**src/rtl/mips_pkg.sv**
```systemverilog
// Shared fetch-path types and constants: word width, reset PC, FSM encoding, buffer entry.
package mips_pkg;

  localparam int unsigned XLEN = 32;
  localparam logic [XLEN-1:0] RESET_PC_DEFAULT = 32'h0000_0000;

  typedef enum logic {
    FETCH_RUN  = 1'b0,
    FETCH_KILL = 1'b1
  } fetch_state_e;

  typedef struct packed {
    logic [XLEN-1:0] pc;
    logic [XLEN-1:0] inst;
  } fetch_entry_t;

  function automatic logic [XLEN-1:0] word_align(input logic [XLEN-1:0] addr);
    return {addr[XLEN-1:2], 2'b00};
  endfunction

endpackage

```
**src/rtl/instr_fetch_unit_if.sv**
```systemverilog
// Instruction-memory, instruction-delivery and redirect signals of the fetch unit.
interface instr_fetch_unit_if;
  import mips_pkg::*;

  logic            imem_req;
  logic [XLEN-1:0] imem_addr;
  logic            imem_gnt;
  logic            imem_rvalid;
  logic [XLEN-1:0] imem_rdata;
  logic            inst_valid;
  logic [XLEN-1:0] inst_out;
  logic [XLEN-1:0] inst_pc;
  logic            inst_ready;
  logic            redirect;
  logic [XLEN-1:0] redirect_pc;

  modport master (
    output imem_req, imem_addr, inst_valid, inst_out, inst_pc,
    input  imem_gnt, imem_rvalid, imem_rdata, inst_ready, redirect, redirect_pc
  );

  modport slave (
    input  imem_req, imem_addr, inst_valid, inst_out, inst_pc,
    output imem_gnt, imem_rvalid, imem_rdata, inst_ready, redirect, redirect_pc
  );

endinterface

```
**src/rtl/fetch_fifo.sv**
```systemverilog
// Prefetch buffer: power-of-two FIFO of {pc, inst} entries with synchronous flush.
module fetch_fifo
  import mips_pkg::*;
#(
  parameter int unsigned DEPTH = 4,
  localparam int unsigned CW   = $clog2(DEPTH) + 1
) (
  input  logic         clk,
  input  logic         rst_n,
  input  logic         push,
  input  fetch_entry_t wdata,
  input  logic         pop,
  input  logic         flush,
  output fetch_entry_t rdata,
  output logic [CW-1:0] count,
  output logic         full,
  output logic         empty
);

  localparam int unsigned AW = $clog2(DEPTH);

  fetch_entry_t   mem [DEPTH];
  logic [AW-1:0]  rd_ptr;
  logic [AW-1:0]  wr_ptr;
  logic           do_push;
  logic           do_pop;

  assign empty   = (count == '0);
  assign full    = (count == CW'(DEPTH));
  assign do_pop  = pop && !empty;
  // A full buffer still accepts a write when the head leaves in the same cycle.
  assign do_push = push && (!full || do_pop);
  assign rdata   = mem[rd_ptr];

  always_ff @(posedge clk or negedge rst_n) begin
    if (!rst_n) begin
      rd_ptr <= '0;
      wr_ptr <= '0;
      count  <= '0;
    end else if (flush) begin
      rd_ptr <= '0;
      wr_ptr <= '0;
      count  <= '0;
    end else begin
      if (do_push) wr_ptr <= wr_ptr + AW'(1);
      if (do_pop)  rd_ptr <= rd_ptr + AW'(1);
      unique case ({do_push, do_pop})
        2'b10:   count <= count + CW'(1);
        2'b01:   count <= count - CW'(1);
        default: count <= count;
      endcase
    end
  end

  always_ff @(posedge clk) begin
    if (do_push && !flush) mem[wr_ptr] <= wdata;
  end

endmodule

```
**src/rtl/instr_fetch_unit.sv**
```systemverilog
// Instruction fetch unit: single-outstanding prefetcher feeding a FIFO, with redirect/kill handling.
module instr_fetch_unit
  import mips_pkg::*;
#(
  parameter logic [31:0] RESET_PC = RESET_PC_DEFAULT,
  parameter int unsigned DEPTH    = 4
) (
  input logic               clk,
  input logic               rst_n,
  instr_fetch_unit_if.master bus
);

  localparam int unsigned CW = $clog2(DEPTH) + 1;

  fetch_state_e    state, state_d;
  logic [XLEN-1:0] fpc, fpc_d;
  logic [XLEN-1:0] pend_pc, pend_pc_d;
  logic            outstanding, outstanding_d;
  logic            req_c;
  logic            accept_c;
  logic            resp_c;
  logic            push_c;
  logic            pop_c;
  logic            room_c;
  logic [CW-1:0]   fifo_count;
  logic            fifo_full;
  logic            fifo_empty;
  fetch_entry_t    head;
  fetch_entry_t    wentry;

  // Occupancy counts in-flight requests so a returning word always has a slot.
  assign room_c   = !fifo_full && ((fifo_count + CW'(outstanding)) < CW'(DEPTH));
  assign pop_c    = !fifo_empty && bus.inst_ready;
  assign wentry   = '{pc: pend_pc, inst: bus.imem_rdata};

  always_comb begin
    state_d       = state;
    fpc_d         = fpc;
    pend_pc_d     = pend_pc;
    outstanding_d = outstanding;
    req_c         = 1'b0;
    accept_c      = 1'b0;
    resp_c        = 1'b0;
    push_c        = 1'b0;

    // A new request may go out in the same cycle the previous one returns.
    req_c    = rst_n && !bus.redirect && room_c && (!outstanding || bus.imem_rvalid);
    accept_c = req_c && bus.imem_gnt;
    // rvalid without a tracked request (e.g. just after reset) is ignored.
    resp_c   = bus.imem_rvalid && outstanding;
    push_c   = resp_c && (state == FETCH_RUN) && !bus.redirect;

    if (accept_c) begin
      outstanding_d = 1'b1;
      pend_pc_d     = fpc;
    end else if (resp_c) begin
      outstanding_d = 1'b0;
    end

    unique case (state)
      FETCH_RUN:  if (bus.redirect && outstanding && !bus.imem_rvalid) state_d = FETCH_KILL;
      FETCH_KILL: if (bus.imem_rvalid) state_d = FETCH_RUN;
      default:    state_d = FETCH_RUN;
    endcase

    if (bus.redirect) fpc_d = word_align(bus.redirect_pc);
    else if (accept_c) fpc_d = fpc + 32'd4;
  end

  always_ff @(posedge clk or negedge rst_n) begin
    if (!rst_n) begin
      state       <= FETCH_RUN;
      fpc         <= word_align(RESET_PC);
      pend_pc     <= '0;
      outstanding <= 1'b0;
    end else begin
      state       <= state_d;
      fpc         <= fpc_d;
      pend_pc     <= pend_pc_d;
      outstanding <= outstanding_d;
    end
  end

  fetch_fifo #(.DEPTH(DEPTH)) u_fifo (
    .clk   (clk),
    .rst_n (rst_n),
    .push  (push_c),
    .wdata (wentry),
    .pop   (pop_c),
    .flush (bus.redirect),
    .rdata (head),
    .count (fifo_count),
    .full  (fifo_full),
    .empty (fifo_empty)
  );

  assign bus.imem_req   = req_c;
  assign bus.imem_addr  = word_align(fpc);
  assign bus.inst_valid = !fifo_empty;
  assign bus.inst_out   = head.inst;
  assign bus.inst_pc    = head.pc;

endmodule
```
**src/flat_wrapper.sv**
```systemverilog
// flat-port wrapper written by rule: the top's interface ports become plain ports
module instr_fetch_unit_flat import mips_pkg::*;
#(
  parameter logic [31:0] RESET_PC = RESET_PC_DEFAULT,
  parameter int unsigned DEPTH    = 4
)
  (clk, rst_n, bus_imem_req, bus_imem_addr, bus_inst_valid, bus_inst_out, bus_inst_pc, bus_imem_gnt, bus_imem_rvalid, bus_imem_rdata, bus_inst_ready, bus_redirect, bus_redirect_pc);
  instr_fetch_unit_if bus_i ();
  input logic clk;
  input logic rst_n;
  output wire logic [$bits(bus_i.imem_req)-1:0] bus_imem_req;
  output wire logic [$bits(bus_i.imem_addr)-1:0] bus_imem_addr;
  output wire logic [$bits(bus_i.inst_valid)-1:0] bus_inst_valid;
  output wire logic [$bits(bus_i.inst_out)-1:0] bus_inst_out;
  output wire logic [$bits(bus_i.inst_pc)-1:0] bus_inst_pc;
  input wire logic [$bits(bus_i.imem_gnt)-1:0] bus_imem_gnt;
  input wire logic [$bits(bus_i.imem_rvalid)-1:0] bus_imem_rvalid;
  input wire logic [$bits(bus_i.imem_rdata)-1:0] bus_imem_rdata;
  input wire logic [$bits(bus_i.inst_ready)-1:0] bus_inst_ready;
  input wire logic [$bits(bus_i.redirect)-1:0] bus_redirect;
  input wire logic [$bits(bus_i.redirect_pc)-1:0] bus_redirect_pc;
  assign bus_imem_req = bus_i.imem_req;
  assign bus_imem_addr = bus_i.imem_addr;
  assign bus_inst_valid = bus_i.inst_valid;
  assign bus_inst_out = bus_i.inst_out;
  assign bus_inst_pc = bus_i.inst_pc;
  assign bus_i.imem_gnt = bus_imem_gnt;
  assign bus_i.imem_rvalid = bus_imem_rvalid;
  assign bus_i.imem_rdata = bus_imem_rdata;
  assign bus_i.inst_ready = bus_inst_ready;
  assign bus_i.redirect = bus_redirect;
  assign bus_i.redirect_pc = bus_redirect_pc;
  instr_fetch_unit #(.RESET_PC(RESET_PC), .DEPTH(DEPTH)) u_core (.clk(clk), .rst_n(rst_n), .bus(bus_i));
endmodule
```
**config.mk**
```make
export PLATFORM = sky130hd
export DESIGN_NAME = instr_fetch_unit_flat
export DESIGN_NICKNAME = d
export VERILOG_FILES = /design/src/rtl/mips_pkg.sv /design/src/rtl/instr_fetch_unit_if.sv /design/src/rtl/fetch_fifo.sv /design/src/rtl/instr_fetch_unit.sv /design/src/flat_wrapper.sv
export SDC_FILE = /design/constraint.sdc
export NUM_CORES = 1
export LEC_CHECK = 0
export CAP_MARGIN = 30
export CORE_AREA = 3 3 183 185
export CTS_CLUSTER_DIAMETER = 150
export DETAILED_ROUTE_END_ITERATION = 7
export DIE_AREA = 0 0 186 188
export PLACE_DENSITY = 0.57
export SYNTH_ARGS = -nofsm -noshare
export SYNTH_HDL_FRONTEND = slang
export SYNTH_SLANG_ARGS = --single-unit
```
**constraint.sdc**
```tcl
create_clock -name clk -period 6.14 [get_ports clk]
set_clock_uncertainty 0.2 [all_clocks]
set_input_delay 1.535 -clock clk [delete_from_list [all_inputs] [get_ports clk]]
set_output_delay 1.535 -clock clk [all_outputs]
set_load 0.03 [all_outputs]
```
# == Word-level counts from Yosys, hierarchy flattened ==
# Memories as Yosys holds them, arrays and structs flattened.
# Index checks and enable logic that the tools add are counted.
# Widths: inputs -> output; s select.
# totals
ff_bits,73
mem_bits_rw,256
n_memories,1
# mem_list
name,depth,word_bits,read_ports,rd_clocked_by_memory_dff,wr,line_no,source
u_core.u_fifo.mem,4,64,1,0,1,fetch_fifo.sv:22,fetch_entry_t mem [DEPTH];
# classes
n_addsub,6
magnitude_cmp,1
eq_ne,3
mux,15
n_bitwise,1
reduce_logical,27
# op_table
cell,count
$mux 32,2
$add 32x3->32 const B,1
$logic_and 1x1->1,14
$mux 2,4
$reduce_bool 2->1,4
$mux 1,6
$pmux 3 s2,1
$logic_not 1->1,5
$add 2x1->2 const B,2
$add 3x1->3,1
$add 3x1->3 const B,1
$eq 3x3->1 const B,1
$logic_not 3->1,1
$lt 3x3->1 const B,1
$mux 3,1
$reduce_bool 3->1,1
$sub 3x1->3 const B,1
$eq 2x1->1 const B,1
$eq 2x2->1 const B,1
$logic_or 1x1->1,2
$pmux 1 s2,1
$not 1->1,1

# == Depth between registers and ports, before layout ==
# logic_depth
ltp_word,9
depth_mapped,9
depth_no_buf,8

# == By module ==
# A second synthesis with hierarchy kept.
# hier_totals
cells_unflattened,767
hier_area_um2,13201.4
# modules_own_cells
module,n_inst,cells_per_inst,area_each_um2,seq_area_each_um2
fetch_fifo,1,398,9800.6,7862.5
instr_fetch_unit,1,369,3400.8,1551.5

# == Worst setup path after synthesis ==
# No wires, ideal clock.
# synth_timing
kind,input to register
startpoint,in bus_inst_ready
endpoint,mem u_core.u_fifo.mem[0][0] (netlist bit) (enable)
setup_ns,0.426
arrival_time_ns,3.760
required_time_ns,5.514
setup_slack_ns,1.754
path_stages,4
cell_sequence,clkbuf_1 > inv_1 > a31oi_1 > and2_1
# synth_via
elab_chain_cells,7
# synth_rtl
element,line_no,source
start: declaration,flat_wrapper.sv:19,input wire logic [$bits(bus_i.inst_ready)-1:0] bus_inst_ready;
$logic_and 1x1->1,instr_fetch_unit.sv:33,assign pop_c = !fifo_empty && bus.inst_ready;
$logic_and 1x1->1,fetch_fifo.sv:30,assign do_pop = pop && !empty;
$logic_or 1x1->1,fetch_fifo.sv:32,assign do_push = push && (!full || do_pop);
$logic_and 1x1->1,fetch_fifo.sv:32,
$logic_and 1x1->1,fetch_fifo.sv:56,if (do_push && !flush) mem[wr_ptr] <= wdata;
$mux 1,fetch_fifo.sv:56,
$mux 1 (implied by the code),fetch_fifo.sv:56,
end: declaration,fetch_fifo.sv:22,
# No other way between the ends.

# == Final worst setup path ==
# layout_timing
startpoint,in bus_imem_rvalid
endpoint,out bus_imem_req
# layout_via
elab_chain_cells,2
# layout_rtl
element,line_no,source
start: declaration,flat_wrapper.sv:17,input wire logic [$bits(bus_i.imem_rvalid)-1:0] bus_imem_rvalid;
$logic_or 1x1->1,instr_fetch_unit.sv:47,req_c = rst_n && !bus.redirect && room_c && (!outstanding || bus.imem_rvalid);
$logic_and 1x1->1,instr_fetch_unit.sv:47,
end: declaration,flat_wrapper.sv:11,output wire logic [$bits(bus_i.imem_req)-1:0] bus_imem_req;
# No other way between the ends.

==> results.py <==
metrics = {
    "run_status": {
        "status": "complete, no violations",
    },
    "min_path": {
        "min_path_type": "flop to flop",
        "min_path_cells": 0,
    },
    "yosys": {
        "async_flop_share": 0.218,
        "synth_common_cells": "edfxtp_1, dfrtp_1, mux4_2",
        "synth_top_area_cell": "edfxtp_1",
        "syn_avg_cell_area_sq_um": 18.8,
        "yosysSeqAreaShare": 0.720,
        "ys_top_cells_by_area": "edfxtp_1, dfrtp_1, mux4_2, mux2_2, xnor2_1",
        "synth_cells": 678,
        "synth_edf_count": 248,
        "ys_ff_latch": 317,
        "yosys_warnings": 0,
        "synth_flop_cell": "edfxtp_1",
        "yosysMostFrequentCell": "edfxtp_1",
        "synth_top_area_share": 0.585,
        "ys_types": 57,
        "syn_area_sq_um": 12700,
    },
    "critical_path": {
        "worstSetupPathDepth": 4,
        "path_class": "primary input to primary output",
        "cp_num_buf_inv": 2,
        "critPathSlowestCell": "clkdlybuf4s50_1",
        "slowest_delay_ns": 0.70,
        "worstPathArrival_ns": 3.12,
        "worst_ep_required_time_ns": 4.41,
        "crit_path_end_kind": "primary output",
        "critPathLaunchType": "primary input",
        "crit_top_cell": "clkdlybuf4s50_1",
        "cp_top_family": "buffers and inverters",
        "r2r.worst_path.cells": 6,
        "worstPathCellList": "clkdlybuf4s50_1 > o21ai_2 > a21oi_1 > clkdlybuf4s50_1",
        "crit_path_max_fanout": 6,
    },
    "clock_tree": {
        "clockBufferDepth": 3,
        "clkTransAtPathRegs_ns": 0.06,
        "numCtsBuffers": 35,
        "cts_tree": "done",
        "postCtsResizedCells": 0,
        "clk_root_buffer_cell": "clkbuf_16",
        "h-tree-depth": 2,
        "clock_sinks": 317,
        "postCtsSetupBuffers": 0,
        "clk_latency_ns": 0.50,
        "ctsHoldBuffers": 0,
    },
    "timing": {
        "max_freq_mhz": 206,
        "max-slew-margin-rel": 0.473,
        "rsz0062_at_grt": "no",
        "hold_viol": 0,
        "post-route-period-util": 0.790,
        "setup_viol": 0,
        "finalSetupTns_ns": 0,
        "fin_crit_ns": 4.85,
        "slew_viol_final": 0,
        "hold_ws_ns": 0.309,
        "tightest_slew_ns": 0.780,
    },
    "floorplan": {
        "pin_count": 168,
        "coreArea_sq_um": 32200,
        "die_x_microns": 186,
        "start_util": 0.396,
        "die_h_microns": 188,
        "dieArea_sq_um": 35000,
        "num_rows": 66,
    },
    "detailed_routing": {
        "drcViolationCount": 0,
        "via_per_inst": 5.30,
        "firstDrtPassIters": 5,
        "vias": 6794,
        "routed_wl_microns": 27500,
        "detail_route.wl_per_cell_microns": 21.5,
        "first_iter_violations": 402,
        "drtAntennaViolNets": 0,
    },
    "global_routing": {
        "antenna_found_initial": 0,
        "grt_pass1_wl_microns": 42800,
        "grt_pass1_vias": 7175,
        "grt_remaining_overflow": 0,
        "grt.total_usage": 0.159,
        "grt_max_degree": 73,
    },
    "power_and_ir_drop": {
        "irDropWorstVdd_uv": 151,
        "p_leak_nw": 5.31,
        "p_per_area_nw_per_um2": 309,
        "power_mw": 4.94,
    },
    "finish": {
        "nets": 926,
        "drive_gt1_frac": 0.203,
        "area_growth_pct": 25.4,
        "diodes": 0,
    },
    "place": {
        "io_buffers": 161,
        "dp_hpwl_microns": 17100,
        "routabilityCongestion": 0.819,
    },
    "run": {
        "max-cap-violations": 0,
    },
}
## logic make-up after synthesis
| kind of cell | count (synthesis) | synth area share |
|---|---|---|
| buf+inv | 45 | 0.0197 |
| compound gates | 75 | 0.0467 |
| xor+xnor | 30 | 0.0206 |
| mux | 97 | 0.140 |
| other cells | 1 | 0.000294 |
| flops | 317 | 0.720 |
| simple gates | 107 | 0.0457 |
| fa+ha+maj | 6 | 0.00648 |
## final cells by class
type                    count  area [sq um]
well taps                 408           510
clock buffers              42           945
repair buffers            173          1840
multi-input cells         319          3330
flip-flops and latches    317          9180
clock inverters            20           148
fillers                  2659         16200
inverters                   4          15.0
## report_power, final
group,internal [mW],switching [mW],leakage [nW]
clock,1.18,0.796,0.530
sequential,2.46,0.110,3.09
combinational,0.195,0.203,1.68
total,3.83,1.11,5.31
## placed cells by master (no fill, tap or decap), types with 5 or more instances in the layout
cell,netlist,routed
nor2_1,12,12
xnor2_1,17,17
mux2_2,33,33
and3_1,7,7
o21ai_1,13,13
nand3_1,17,17
a211oi_1,10,10
clkbuf_16,0,37
edfxtp_1,248,248
clkinv_2,0,7
buf_16,0,7
mux4_2,62,62
clkdlybuf4s50_1,0,159
nand2_1,36,36
o21ai_0,14,14
dfrtp_1,69,67
and4_1,7,7
ha_1,5,5
xor2_1,13,13
clkinv_1,0,8
o2111ai_1,6,6
a21oi_1,9,9
clkbuf_1,17,5
## layer usage
layer	vias up	part of all wire	global-route usage
li1	3040	-	-
met1	3512	0.45	0.229
met2	200	0.48	0.251
met3	42	0.058	0.0351
met4	0	0.016	0.0329
met5	-	0	0
## through the flow
step | instances | setup WS, ns | utilization | area, sq um
floorplan | 681 | 1.75 | - | 12700
global placement | 1213 | 1.30 | 0.456 | 14700
detailed placement | 1219 | 1.29 | 0.461 | 14900
CTS | 1281 | 1.27 | 0.495 | 15900
global route | 1283 | 1.17 | 0.496 | 16000
finish | 1283 | 1.29 | 0.496 | 16000
## registers in the layout, indices dropped and copies added, names as in the netlist
register              count
u_core.u_fifo.mem       248
u_core.fpc               30
u_core.pend_pc           30
u_core.u_fifo.count       3
u_core.u_fifo.rd_ptr      2
u_core.u_fifo.wr_ptr      2
u_core.outstanding        1
u_core.state              1
## path summary, 6_finish.rpt
check | start | endpoint | slack, ns
min | u_core.pend_pc[6] | u_core.u_fifo.mem[2][38] | 0.31
min in group asynchronous | rst_n | u_core.fpc[9] | 0.77
max | bus_imem_rvalid | bus_imem_req | 1.29
min reg2reg | u_core.pend_pc[6] | u_core.u_fifo.mem[2][38] | 0.31
max in group asynchronous | rst_n | u_core.u_fifo.rd_ptr[0] | 4.39
max reg2reg | u_core.u_fifo.count[0] | u_core.pend_pc[13] | 3.26
(Power assumes the default switching activity.)
